<file path="config.mk">
export PLATFORM = sky130hd
export DESIGN_NAME = wb_port_arbiter
export DESIGN_NICKNAME = d
export VERILOG_FILES = /design/src/rtl/wb_port_arbiter.sv
export SDC_FILE = /design/constraint.sdc
export NUM_CORES = 1
export LEC_CHECK = 0
export CORE_MARGIN = 10
export CORE_UTILIZATION = 44
export DETAILED_ROUTE_END_ITERATION = 8
export MAX_ROUTING_LAYER = met4
export PLACE_DENSITY = 0.76
export SYNTH_ARGS = -nofsm -noshare
export SYNTH_HDL_FRONTEND = slang
export SYNTH_SLANG_ARGS = --single-unit
</file>
<file path="constraint.sdc">
create_clock -name clk_i -period 3 [get_ports clk_i]
set_clock_uncertainty 0.05 [all_clocks]
set_input_delay 0.9 -clock clk_i [delete_from_list [all_inputs] [get_ports clk_i]]
set_output_delay 0.9 -clock clk_i [all_outputs]
set_load 0.01 [all_outputs]
</file>
<file path="src/rtl/wb_port_arbiter.sv">
// Arbitrates the register-file write port between the in-order write-back stage
// and a small FIFO of multiply/divide results, with a drain mode against starvation.
module wb_port_arbiter #(
    parameter int XLEN       = 32,
    parameter int RAW        = 5,
    parameter int DEPTH      = 2,
    parameter int STARVE_MAX = 4
) (
    input  logic                         clk_i,
    input  logic                         rst_i,
    input  logic                         pipe_valid_i,
    input  logic                         pipe_we_i,
    input  logic [RAW-1:0]               pipe_rd_i,
    input  logic [XLEN-1:0]              pipe_data_i,
    output logic                         pipe_stall_o,
    input  logic                         mdu_valid_i,
    input  logic [RAW-1:0]               mdu_rd_i,
    input  logic [XLEN-1:0]              mdu_data_i,
    output logic                         mdu_ready_o,
    output logic                         rf_we_o,
    output logic [RAW-1:0]               rf_rd_o,
    output logic [XLEN-1:0]              rf_wd_o,
    output logic [$clog2(DEPTH+1)-1:0]   fifo_count_o
);

    localparam int CW = $clog2(DEPTH + 1);
    localparam int PW = (DEPTH > 1) ? $clog2(DEPTH) : 1;
    localparam int SW = $clog2(STARVE_MAX + 1);

    typedef enum logic {S_NORMAL, S_DRAIN} state_t;

    state_t          r_state, w_state_nxt;
    logic [RAW-1:0]  r_mem_rd [DEPTH];
    logic [XLEN-1:0] r_mem_wd [DEPTH];
    logic [PW-1:0]   r_wptr, r_rptr;
    logic [CW-1:0]   r_count, w_count_nxt;
    logic [SW-1:0]   r_starve, w_starve_nxt;
    logic            r_rf_we;
    logic [RAW-1:0]  r_rf_rd;
    logic [XLEN-1:0] r_rf_wd;
    logic            w_pipe_req, w_fifo_req, w_grant_pipe, w_grant_fifo, w_push, w_starve_hit;

    assign w_pipe_req   = pipe_valid_i & pipe_we_i;
    assign w_fifo_req   = (r_count != '0);
    assign mdu_ready_o  = (r_count != CW'(DEPTH)) & ~rst_i;
    assign w_push       = mdu_valid_i & mdu_ready_o;
    assign rf_we_o      = r_rf_we;
    assign rf_rd_o      = r_rf_rd;
    assign rf_wd_o      = r_rf_wd;
    assign fifo_count_o = r_count;

    always_comb begin
        w_grant_pipe = 1'b0;
        w_grant_fifo = 1'b0;
        pipe_stall_o = 1'b0;
        w_state_nxt  = r_state;
        case (r_state)
            S_NORMAL: begin
                w_grant_pipe = w_pipe_req;
                w_grant_fifo = ~w_pipe_req & w_fifo_req;
            end
            default: begin
                w_grant_fifo = w_fifo_req;
                pipe_stall_o = w_pipe_req & ~rst_i;
            end
        endcase

        w_count_nxt  = r_count + CW'(w_push) - CW'(w_grant_fifo);
        w_starve_nxt = (w_fifo_req & ~w_grant_fifo) ? r_starve + SW'(1) : '0;
        // Never exceeds STARVE_MAX: reaching it forces DRAIN, which grants the FIFO.
        w_starve_hit = (w_starve_nxt == SW'(STARVE_MAX));

        case (r_state)
            S_NORMAL: if (w_starve_hit || w_count_nxt == CW'(DEPTH)) w_state_nxt = S_DRAIN;
            default:  if (w_count_nxt == '0) w_state_nxt = S_NORMAL;
        endcase
    end

    always_ff @(posedge clk_i) begin
        if (rst_i) begin
            r_state  <= S_NORMAL;
            r_count  <= '0;
            r_wptr   <= '0;
            r_rptr   <= '0;
            r_starve <= '0;
            r_rf_we  <= 1'b0;
            r_rf_rd  <= '0;
            r_rf_wd  <= '0;
        end else begin
            r_state  <= w_state_nxt;
            r_count  <= w_count_nxt;
            r_starve <= w_starve_nxt;
            if (w_push) r_wptr <= (r_wptr == PW'(DEPTH - 1)) ? '0 : r_wptr + PW'(1);
            if (w_grant_fifo) r_rptr <= (r_rptr == PW'(DEPTH - 1)) ? '0 : r_rptr + PW'(1);

            // x0 writes still consume the grant but never reach the register file
            r_rf_we <= 1'b0;
            if (w_grant_pipe) begin
                r_rf_we <= (pipe_rd_i != '0);
                r_rf_rd <= pipe_rd_i;
                r_rf_wd <= pipe_data_i;
            end else if (w_grant_fifo) begin
                r_rf_we <= (r_mem_rd[r_rptr] != '0);
                r_rf_rd <= r_mem_rd[r_rptr];
                r_rf_wd <= r_mem_wd[r_rptr];
            end
        end
    end

    always_ff @(posedge clk_i) begin
        if (w_push) begin
            r_mem_rd[r_wptr] <= mdu_rd_i;
            r_mem_wd[r_wptr] <= mdu_data_i;
        end
    end

endmodule

</file>
==> results of run 1 <==
## sequential cells by signal (all words and copies together), names as in the netlist, named ones only
name,flops
rf_wd_o,32
r_mem_wd,64
r_state,1
rf_rd_o,5
r_starve,3
r_mem_rd,10
rf_we_o,1
r_wptr,1
r_rptr,1
fifo_count_o,2
## cell type report
| class | instances | area (um^2) |
|---|---|---|
| sequential | 121 | 3170 |
| clock inverter | 11 | 169 |
| tap | 140 | 175 |
| multi-input combinational | 224 | 1470 |
| timing repair buffer | 134 | 1310 |
| inverter | 4 | 15.0 |
| fill | 854 | 4020 |
| clock buffer | 21 | 459 |
## power by group through the flow
stage	logic, mW	clock network [mW]	registers, mW
2_1_floorplan	1.13	0	2.35
3_3_place_gp	1.95	0	2.29
3_5_place_dp	2.00	0	2.30
4_1_cts	2.02	2.16	2.27
5_1_grt	2.19	2.25	2.30
6_report	1.99	2.12	2.27
## worst register-to-register path, stage by stage, from the launching register on
cell and delay (ns):
dfxtp_2 0.32, buf_4 0.43, nor2_1 0.13, nor2_2 0.15
ha_1 0.24, inv_1 0.06, ha_1 0.16, xnor2_1 0.13
xnor2_1 0.10, or2_2 0.27, a21oi_1 0.11
## per-stage QoR
step | cell area (um^2) | power (mW) | setup TNS [ns] | hold WS (ns) | utilization
6_report | 6770 | 6.38 | 0 | 0.422 | 0.627
5_1_grt | 6770 | 6.74 | 0 | 0.443 | 0.627
4_1_cts | 6770 | 6.44 | 0 | 0.409 | 0.627
3_5_place_dp | 6140 | 4.30 | -0.0325 | 0.401 | 0.569
3_3_place_gp | 6140 | 4.24 | -0.0234 | 0.381 | 0.569
2_1_floorplan | 4810 | 3.48 | -14.99 | 0.368 | -
## synth_stat cells
cell type | count | share of area
o21a_1 | 1 | 0.0016
nor3_1 | 39 | 0.041
or2_2 | 1 | 0.0013
a211oi_2 | 8 | 0.021
nor4b_1 | 1 | 0.0018
edfxtp_1 | 74 | 0.46
nor4_1 | 2 | 0.0026
buf_6 | 2 | 0.0047
buf_2 | 12 | 0.012
nor2_2 | 1 | 0.0013
nor3b_1 | 1 | 0.0016
mux2i_1 | 37 | 0.077
clkbuf_4 | 2 | 0.0031
xnor2_1 | 5 | 0.0091
a21oi_1 | 39 | 0.041
or4_1 | 1 | 0.0016
inv_1 | 4 | 0.0031
nor2_1 | 45 | 0.035
and4_1 | 1 | 0.0018
nor2b_1 | 1 | 0.0013
buf_4 | 3 | 0.0047
nand2_1 | 2 | 0.0016
nand3b_1 | 1 | 0.0016
a211oi_1 | 29 | 0.045
dfxtp_1 | 47 | 0.20
or2_1 | 1 | 0.0013
o211ai_1 | 1 | 0.0016
clkbuf_1 | 11 | 0.0086
o21ai_0 | 1 | 0.0010
ha_1 | 3 | 0.0078
a32oi_1 | 1 | 0.0018
nand3_1 | 1 | 0.0010
and3b_1 | 1 | 0.0018
buf_8 | 1 | 0.0031
## path summary, 6_finish.rpt
kind                                 startpoint               to  slack (ns)  cells past startpoint
worst max-delay path            fifo_count_o[1]  fifo_count_o[1]        0.14                      2
worst max register to register  fifo_count_o[1]          r_state        0.78                     10
worst min register to register      r_starve[0]      r_starve[0]        0.42                      1
worst min-delay path                r_starve[0]      r_starve[0]        0.42                      1
## cell families (layout without fill, tap and decap cells)
logic type / Yosys count / count (layout) / share of synthesized area
AO/OA/AOI/OAI: 80 / 80 / 0.113
XOR/XNOR: 5 / 5 / 0.00910
adder cells (fa/ha/maj): 3 / 3 / 0.00780
buffers and inverters: 35 / 170 / 0.0398
flip-flops: 121 / 121 / 0.657
multiplexers: 37 / 37 / 0.0770
AND/OR/NAND/NOR: 99 / 99 / 0.0962
## metal layers
layer,part of all wire,track usage,up-vias
met4,0.014,0.0555,0
met5,0,-,-
met3,0.057,0.0519,16
met2,0.49,0.257,120
met1,0.44,0.177,1671
li1,-,-,1668
==> run metrics, run 1 <==
Num CTS Buffers 17; sequential share of power 0.355; Post-Syn Instances 380; placed cells 623; worst slew pin tran between 0.8 and 0.9 ns; clock sink count 121; CTS Root Cell clkbuf_8; Layout Cells excl Fill 655; setup violators final 0; layout net count 584; Vias ~3500; CTS Hold Buffers Added 0; share of layout cells above drive strength 1 0.122; ANT cells 0; worst path cell trace buf_4 -> clkdlybuf4s50_1; post-synthesis register bit count approximately 120; syn nets 462; Clock Latency Late Sink 0.52 ns; CP arrival about 1.9 ns; drt wl/cell 17.9 um; core area 10800 um^2; vias in the first global route around 3700; die area 15500 um^2; Max Root-Sink Buffers 2; H-Tree Depth 4; Final GP Congestion 0.754; Distinct cells, synth 34; crit path buf inv count 2; gr usage total 0.157; Setup crit start kind flip-flop; gr ovfl total 0; combinational share of power 0.312; Avg Inst Size Synth 12.7 um^2; status finished, final reports clean; post-synthesis cell area 4810 um^2; global-route wire length before repair 19000 um; commonest non-fill, non-tap cells in the layout 118 x clkdlybuf4s50_1, 74 x edfxtp_1, 44 x dfxtp_1; maximum number of pins on one net before global-route repair 78; maxcap violations 0; drt drc 0; DRT antenna net count 0; crit end category output port; DRT Pass-1 Iters 4; Worst Path Max Fanout 40; Initial Util 0.446; Final Hold Viols 0; row count 38; max-slew violations 0; Die W 125 um; CTS tree yes; Setup Fix Bufs, Post-CTS 0; IO Count 121; CTS resizes 1; Area growth syn-to-layout 40.7%; dpl ws -0.0325 ns; Worst VDD drop 0.460 mV; CP top delay family buffers and inverters; Period minus WS final 2.86 ns; WL final 11700 um; RSZ-0062 raised after global routing false; Die Y 125 um; Detailed Route Iter0 Violations around 160; leakage 2.33 nW; Worst Path Required 2.05 ns; Port Buffers 120; Fmax 349 MHz; relative slew slack 0.456; Psw 1.87 mW; slowest stage cell, crit path clkdlybuf4s50_1; Sw Share 0.293; Pwr per Cell Area 943 nW/um^2; path type of the worst min-delay path flip-flop to flip-flop; CP Class flip-flop to output port; synth warn 0; antenna violations before repair 0; commonest non-fill, non-tap cell in the layout clkdlybuf4s50_1; cell internal pwr between 4 and 5 mW; Seq/Total Area, Yosys 0.657; final worst slack 0.138 ns; period utilization 0.954; clock network fraction of design power 0.332; Worst-path clk slew 0.06 ns; CP peak stage delay 0.64 ns; vias per cell 5.31; hpwl dp 7860 um
No activity file was read; power rests on OpenSTA's default activity.
==> inputs of run 2 (changes only) <==
- CTS_CLUSTER_SIZE: unset -> 10
==> results of run 2 <==
Same layout as run 1: the final DEF is identical, and so are final timing and power.
==> inputs of run 3 (changes only) <==
- TNS_END_PERCENT: unset -> 10
==> results of run 3 <==
Same layout as run 1: the final DEF is identical, and so are final timing and power.
